$ cat src/rtl/xphy_link_seq.sv
// rtl/xphy_link_seq.sv - per-port 10G PHY bring-up sequencer: sync, reset FSM, link debounce
// Optional macro XPHY_LINK_SEQ_STATS_EN adds per-port 16-bit link_drops counters.
module xphy_link_seq #(
   parameter int         C_NUM_PORTS      = 1,
   parameter int         C_HOLD_CYCLES    = 16,
   parameter int         C_LINK_DEBOUNCE  = 1024,
   parameter logic [4:0] C_MDIO_ADDR_BASE = 5'h0
) (
   input  logic                     clk156,
   input  logic                     reset,
   input  logic [C_NUM_PORTS-1:0]   tx_resetdone,
   input  logic [C_NUM_PORTS-1:0]   rx_resetdone,
   input  logic [C_NUM_PORTS-1:0]   tx_fault,
   input  logic [C_NUM_PORTS-1:0]   signal_detect,
   input  logic [8*C_NUM_PORTS-1:0] core_status,
   output logic [C_NUM_PORTS-1:0]   core_reset_tx,
   output logic [C_NUM_PORTS-1:0]   core_reset_rx,
   output logic [C_NUM_PORTS-1:0]   axis_aresetn,
   output logic [C_NUM_PORTS-1:0]   linkup,
   output logic [5*C_NUM_PORTS-1:0] prtad,
   output logic [C_NUM_PORTS-1:0]   sfp_rs
`ifdef XPHY_LINK_SEQ_STATS_EN
   ,
   output logic [16*C_NUM_PORTS-1:0] link_drops
`endif
);

   localparam int          LP_NB     = 4 * C_NUM_PORTS;
   localparam logic [15:0] LP_HOLD_TC = 16'(C_HOLD_CYCLES - 1);
   localparam logic [15:0] LP_DEB_MAX = 16'(C_LINK_DEBOUNCE);

   typedef enum logic [1:0] {
      ST_RST  = 2'b00,
      ST_HOLD = 2'b01,
      ST_RUN  = 2'b10
   } state_t;

   logic [LP_NB-1:0] w_async;
   (* async_reg = "true" *) logic [LP_NB-1:0] r_sync1;
   (* async_reg = "true" *) logic [LP_NB-1:0] r_sync2;

   assign w_async = {signal_detect, tx_fault, rx_resetdone, tx_resetdone};

   always_ff @(posedge clk156 or posedge reset) begin
      if (reset) begin
         r_sync1 <= '0;
         r_sync2 <= '0;
      end else begin
         r_sync1 <= w_async;
         r_sync2 <= r_sync1;
      end
   end

   for (genvar gi = 0; gi < C_NUM_PORTS; gi++) begin : g_port
      logic        w_txd, w_rxd, w_flt, w_sd, w_ok, w_status, w_deb_run, w_linkup_nxt;
      logic        w_unused_status;
      state_t      r_state;
      logic [15:0] r_hold_cnt;
      logic [15:0] r_deb_cnt;
      logic        r_core_rst;
      logic        r_linkup;

      assign w_txd           = r_sync2[gi];
      assign w_rxd           = r_sync2[C_NUM_PORTS + gi];
      assign w_flt           = r_sync2[2*C_NUM_PORTS + gi];
      assign w_sd            = r_sync2[3*C_NUM_PORTS + gi];
      assign w_ok            = w_txd & w_rxd & ~w_flt & w_sd;
      assign w_status        = core_status[8*gi];
      assign w_unused_status = ^core_status[8*gi+1 +: 7];

      // Core reset is registered alongside the state so it never sees input glitches.
      always_ff @(posedge clk156 or posedge reset) begin
         if (reset) begin
            r_state    <= ST_RST;
            r_hold_cnt <= '0;
            r_core_rst <= 1'b1;
         end else begin
            case (r_state)
               ST_RST: begin
                  r_core_rst <= 1'b1;
                  if (w_ok) begin
                     r_state    <= ST_HOLD;
                     r_hold_cnt <= '0;
                  end
               end
               ST_HOLD: begin
                  if (!w_ok) begin
                     r_state    <= ST_RST;
                     r_core_rst <= 1'b1;
                  end else if (r_hold_cnt == LP_HOLD_TC) begin
                     r_state    <= ST_RUN;
                     r_core_rst <= 1'b0;
                  end else begin
                     r_hold_cnt <= r_hold_cnt + 16'd1;
                  end
               end
               ST_RUN: begin
                  if (!w_ok) begin
                     r_state    <= ST_RST;
                     r_core_rst <= 1'b1;
                  end
               end
               default: begin
                  r_state    <= ST_RST;
                  r_core_rst <= 1'b1;
               end
            endcase
         end
      end

      assign w_deb_run    = (r_state == ST_RUN) && w_status;
      assign w_linkup_nxt = w_deb_run && (r_deb_cnt == LP_DEB_MAX);

      always_ff @(posedge clk156 or posedge reset) begin
         if (reset) begin
            r_deb_cnt <= '0;
            r_linkup  <= 1'b0;
         end else begin
            if (!w_deb_run)
               r_deb_cnt <= '0;
            else if (r_deb_cnt != LP_DEB_MAX)
               r_deb_cnt <= r_deb_cnt + 16'd1;
            r_linkup <= w_linkup_nxt;
         end
      end

`ifdef XPHY_LINK_SEQ_STATS_EN
      logic [15:0] r_drops;

      always_ff @(posedge clk156 or posedge reset) begin
         if (reset)
            r_drops <= '0;
         else if (r_linkup && !w_linkup_nxt && r_drops != 16'hFFFF)
            r_drops <= r_drops + 16'd1;
      end

      assign link_drops[16*gi +: 16] = r_drops;
`endif

      assign core_reset_tx[gi]  = r_core_rst;
      assign core_reset_rx[gi]  = r_core_rst;
      assign axis_aresetn[gi]   = w_txd & w_rxd;
      assign linkup[gi]         = r_linkup;
      assign prtad[5*gi +: 5]   = C_MDIO_ADDR_BASE + 5'(gi);
      assign sfp_rs[gi]         = 1'b1;
   end

endmodule

$ cat config.mk
export PLATFORM = sky130hd
export DESIGN_NAME = xphy_link_seq
export DESIGN_NICKNAME = d
export VERILOG_FILES = /design/src/rtl/xphy_link_seq.sv
export SDC_FILE = /design/constraint.sdc
export NUM_CORES = 1
export LEC_CHECK = 0
export CAP_MARGIN = 20
export CELL_PAD_IN_SITES_DETAIL_PLACEMENT = 2
export CELL_PAD_IN_SITES_GLOBAL_PLACEMENT = 2
export CORE_UTILIZATION = 32
export DETAILED_ROUTE_END_ITERATION = 10
export GPL_TIMING_DRIVEN = 0
export MAX_ROUTING_LAYER = met4
export PLACE_DENSITY_LB_ADDON = 0.1
export RECOVER_POWER = 50
export SETUP_SLACK_MARGIN = 0.4
export SLEW_MARGIN = 0
export SYNTH_ARGS = -nofsm -noshare
export SYNTH_HDL_FRONTEND = slang
export SYNTH_SLANG_ARGS = --single-unit
$ cat constraint.sdc
create_clock -name clk156 -period 1.8 [get_ports clk156]
set_clock_uncertainty 0.2 [all_clocks]
set_input_delay 0.45 -clock clk156 [delete_from_list [all_inputs] [get_ports clk156]]
set_output_delay 0.45 -clock clk156 [all_outputs]
set_load 0.005 [all_outputs]
* Yosys cells after proc, flatten, opt, wreduce, memory -nomap -nowiden
Cells that the tools add are included.
Word-level totals: input port bits 14, output and inout port bits 10, word-level logic and storage cells 46, register bits 44
Operators by class: equality and inequality tests 11, add/sub/neg operators 2, mux-type cells 15, bitwise gates (word level) 4, reduce and logical (&&, ||, !) cells 7
Operators by type and width (number):
- 2-to-1 mux 16 bit | 5
- adder 16 x 1 -> 16 bit, second input constant | 2
- case mux 16 bit (2 select lines) | 1
- == test 16 x 11 -> 1 bit, second input constant | 1
- == test 16 x 4 -> 1 bit, second input constant | 1
- != test 16 x 11 -> 1 bit, second input constant | 1
- 2-to-1 mux 2 bit | 4
- != test 2 bit, second input constant | 4
- case mux 2 bit (3 select lines) | 1
- AND reduction 4 bit | 1
- AND 1 bit | 3
- 2-to-1 mux 1 bit | 3
- != test 3 bit, second input constant | 1
- AND reduction 3 bit | 1
- == test 2 x 1 -> 1 bit, second input constant | 1
- == test 2 bit, second input constant | 1
- logical AND 1 bit | 2
- zero test 2 bit | 1
- != test 2 x 1 -> 1 bit, second input constant | 1
- case mux 1 bit (2 select lines) | 1
- AND reduction 2 bit | 1
- nonzero test 2 bit | 1
- NOT 1 bit | 1

* Longest topological paths before layout
depth in word-level cells 5, gate-level depth with buffers 7, gate-level depth less buffers 6

* Worst setup path before layout
No wires, ideal clock.
kind reg2reg, from register g_port[0].r_hold_cnt[0], to register g_port[0].r_hold_cnt[6], data required time 1.467 ns, stages on the path, launching flop included 8, path buffers 2, clock period less this slack 1.907 ns, setup time 0.133 ns, arrival time 1.574 ns, setup slack -0.107 ns, path through dfrtp_1 -> ha_1 -> and4_1 -> and4_1 -> buf_2 -> buf_2 -> o31ai_1 -> o41ai_1
Between the ends: longest elaborated chain between the ends 4, elaborated cells between the ends (all ways) 7, those cells by class 1 x add/sub; 2 x eq/ne; 3 x mux; 1 x reduce/logical
Ends and longest elaborated chain:
- start, declared | line 58 | logic [15:0] r_hold_cnt;
- start signal, assigned | line 94 | r_hold_cnt <= r_hold_cnt + 16'd1;
- adder 16 x 1 -> 16 bit | line 94
- 2-to-1 mux 16 bit | line 90 | end else if (r_hold_cnt == LP_HOLD_TC) begin
- 2-to-1 mux 16 bit | line 87 | if (!w_ok) begin
- case mux 16 bit (2 select lines) | line 78 | case (r_state)
Several ways; a longest one is shown, not always the timed one. The select of a mux whose other input is x is not followed. A chain may end at the register's enable or synchronous reset.

* Worst setup path in the final report
from register g_port[0].r_hold_cnt[0], to register g_port[0].r_hold_cnt[10]
Same word-level chain as after synthesis.

==> impl_metrics.py <==
metrics = {
    "worst_hold_path": {
        "min_from": "r_sync1[2]",
        "holdPathStages": 0,
        "hold_class": "reg2reg",
        "hold_end": "r_sync2[2]",
    },
    "power": {
        "power_density_nw_per_um2": 514,
        "vdd_ir_drop_max_uv": 363,
        "power_leakage_nw": 1.54,
        "finalPower_mw": 1.92,
    },
    "setup_path": {
        "cp-start-kind": "flop",
        "cp-end-kind": "flop",
        "crit_path_max_fanout": 5,
        "reg2reg_from": "g_port[0].r_hold_cnt[0]",
        "reg2regPathDepth": 6,
        "crit_required_ns": 1.77,
        "worstReg2RegEnd": "g_port[0].r_hold_cnt[10]",
        "max_stage_delay_ns": 0.45,
        "cp_slowest_cell": "dfrtp_2",
        "ff2ff_setup_slack_ns": -0.26,
        "cp_cell_sequence": "ha_4 -> buf_4 -> nand3_4 -> o31a_2 -> o31ai_1 -> o21ai_1",
        "path_class": "reg2reg",
        "arrival_ns": 2.03,
    },
    "grt": {
        "antenna_found_initial": 0,
        "use_met1": 0.337,
        "met2_usage": 0.437,
        "grt_pass1_vias": 2398,
        "use_met3": 0.0366,
        "grt_pass1_wl_microns": 14000,
        "grt_max_degree": 23,
        "grt.total_usage": 0.263,
        "busiest_layer": "met2",
        "grt-ovfl-total": 0,
    },
    "place": {
        "io_buffers": 10,
        "dp_hpwl_microns": 4290,
        "pre_cts_ws_ns": -0.465,
        "place_congestion": 0.729,
        "post-place-cells": 340,
    },
    "synth": {
        "avgSynthCellArea_sq_um": 9.83,
        "synthesis.instances": 230,
        "synthArstFlopShare": 1.00,
        "synth-seq-cells": 44,
        "post-synth-top-count-cell": "dfrtp_1",
        "synth_top_cell_by_area": "dfrtp_1",
        "synth_common_cells": "dfrtp_1, nor2_1, nand3_1, nand4_1, o31ai_1",
        "synth.distinct_cells": 45,
        "ys_warn_count": 0,
        "synth_area_sq_um": 2260,
        "synth_flop_cell": "dfrtp_1",
        "yosysTopAreaCellShare": 0.476,
        "yosys-top-cells-area": "dfrtp_1, xor2_1, o31ai_1, nor2_1, nand4_1",
        "synth_edf_count": 0,
        "yosysSeqAreaShare": 0.488,
    },
    "die": {
        "die_area_sq_um": 7410,
        "fp.dieH_microns": 86.1,
        "io-pin-count": 24,
        "start_util": 0.333,
        "rows": 30,
        "die_x_microns": 86.1,
        "core_sq_um": 6790,
    },
    "cells_and_area": {
        "seq_area_sq_um": 1110,
        "drive_gt1_frac": 0.535,
        "finalNetCount": 332,
        "post-route-util": 0.551,
        "multi_input_area_sq_um": 1470,
        "layout.filler_cells": 649,
        "num_antenna_cells": 0,
        "area_growth_pct": 65.6,
        "final_cells": 412,
    },
    "sta": {
        "grt_setup_unrepaired": "yes",
        "tightest_slew_ns": 0.626,
        "min_period_over_period": 1.15,
        "slew_headroom": 0.582,
        "postLayoutSetupSlackWorst_ns": -0.264,
        "max_freq_ghz": 0.485,
        "finalSetupViolCount": 24,
        "final.min_clock_period_ns": 2.06,
        "hold_viol": 0,
        "slew_viol_final": 0,
        "setup_total_negative_slack_ns": -3.24,
    },
    "flow_run": {
        "drv_cap": 0,
    },
    "routing": {
        "wl_microns": 11100,
        "vias_per_cell": 5.79,
        "routed-via-count": 2386,
        "drtAntennaViolNets": 0,
        "drt_iter0_drc": 151,
        "drc_errors": 0,
        "avgRoutedWirePerCell_microns": 27.0,
        "firstDrtPassIters": 4,
    },
    "status": {
        "violations": "setup timing",
        "status": "complete, but fails checks",
    },
    "clock_tree": {
        "cts_made_buffers": 5,
        "cts_max_level": 2,
        "path_clk_slew_ns": 0.10,
        "cts_sinks": 44,
        "cts_tree": "yes",
        "cts_buffer_depth": 2,
        "clockRootBuffer": "clkbuf_8",
        "clock_latency_ns": 0.32,
    },
}
==> worst max-delay path: cells and delay by family, from the launching register on <==
kind | cells | cell delay [ns]
AO/OA/AOI/OAI | 3 | 0.85
buffers and inverters | 1 | 0.12
adder cells (fa/ha/maj) | 1 | 0.18
flip-flops | 1 | 0.45
AND/OR/NAND/NOR | 1 | 0.11
==> power by group <==
part	total [mW]	switching [mW]	leakage (nW)	internal, mW
Combinational	0.0891	0.0545	0.906	0.0346
Clock	0.828	0.409	0.0548	0.419
Sequential	1.01	0.00806	0.578	0.999
Total	1.92	0.471	1.54	1.45
==> metrics by stage <==
stage	hold slack (ns)	area, sq um
floorplan	0.131	2340
global placement	0.131	2560
detailed placement	0.136	2560
CTS	0.158	3390
global route	0.172	3740
finish	0.153	3740
==> layout make-up <==
cell class / count / share of cell area
Buffer: 20 / 0.0611
Clock buffer: 5 / 0.0184
Clock inverter: 3 / 0.0124
Inverter: 4 / 0.00501
Multi-Input combinational cell: 166 / 0.393
Sequential cell: 44 / 0.297
Tap cell: 96 / 0.0321
Timing Repair Buffer: 73 / 0.179
Timing Repair inverter: 1 / 0.00200
==> state kept, by name, summed over array words and instances, names as in the netlist <==
signal / count
g_port.r_deb_cnt: 16
g_port.r_hold_cnt: 16
r_sync1: 4
r_sync2: 4
g_port.r_state: 2
core_reset_rx: 1
linkup: 1
==> cell usage in the layout, fill, tap and decap left out, types with 4 or more instances in the layout <==
| master | Yosys | routed |
|---|---|---|
| a31oi_1 | 7 | 6 |
| o21ai_1 | 0 | 7 |
| o31ai_4 | 0 | 6 |
| buf_6 | 0 | 21 |
| clkbuf_8 | 0 | 6 |
| nand3_1 | 12 | 6 |
| nand2b_1 | 4 | 4 |
| buf_4 | 7 | 53 |
| and4_1 | 6 | 5 |
| dfrtp_1 | 43 | 34 |
| nand4_1 | 12 | 12 |
| dlygate4sd3_1 | 0 | 5 |
| xor2_1 | 11 | 8 |
| buf_8 | 0 | 5 |
| conb_1 | 2 | 6 |
| o31ai_1 | 12 | 4 |
| nand3_4 | 1 | 4 |
| nor2_4 | 0 | 4 |
| nand2_1 | 10 | 8 |
| nor2_1 | 22 | 17 |
| dfrtp_2 | 0 | 9 |
| nand3b_1 | 4 | 4 |
==> routing by layer <==
metal  wire (microns)  vias to the layer above
met5                0                        -
met4              240                        0
met3              334                       21
met2             5700                       62
met1             4840                     1299
li1                 -                     1004
==> repair_timing <==
item	4_1_cts	5_1_grt
resized for setup	107	44
setup endpoints to repair	84	39
pin swaps	27	23
hold buffers	0	0
endpoints found under the hold margin	0	0
gates cloned	2	2
buffers inserted	47	13
==> kinds of logic after synthesis <==
logic type / after synthesis / share of synthesized area
buffers and inverters: 24 / 0.0553
AND/OR/NAND/NOR: 99 / 0.252
adder cells (fa/ha/maj): 3 / 0.0166
flip-flops: 44 / 0.488
multiplexers: 1 / 0.00443
AO/OA/AOI/OAI: 45 / 0.134
XOR/XNOR: 12 / 0.0465
other: 2 / 0.00332
==> worst max path at each step <==
stage	startpoint	endpoint	slack (ns)	depth (start not counted)
floorplan	g_port[0].r_hold_cnt[0]	g_port[0].r_hold_cnt[6]	0.03	7
global placement	g_port[0].r_hold_cnt[12]	g_port[0].r_hold_cnt[12]	-0.45	4
detailed placement	g_port[0].r_hold_cnt[12]	g_port[0].r_hold_cnt[12]	-0.46	4
CTS	g_port[0].r_hold_cnt[3]	g_port[0].r_hold_cnt[13]	-0.05	6
global route	g_port[0].r_state[1]	g_port[0].r_hold_cnt[2]	-0.29	6
finish	g_port[0].r_hold_cnt[0]	g_port[0].r_hold_cnt[10]	-0.26	6
Power figures use the tool's default switching activity.
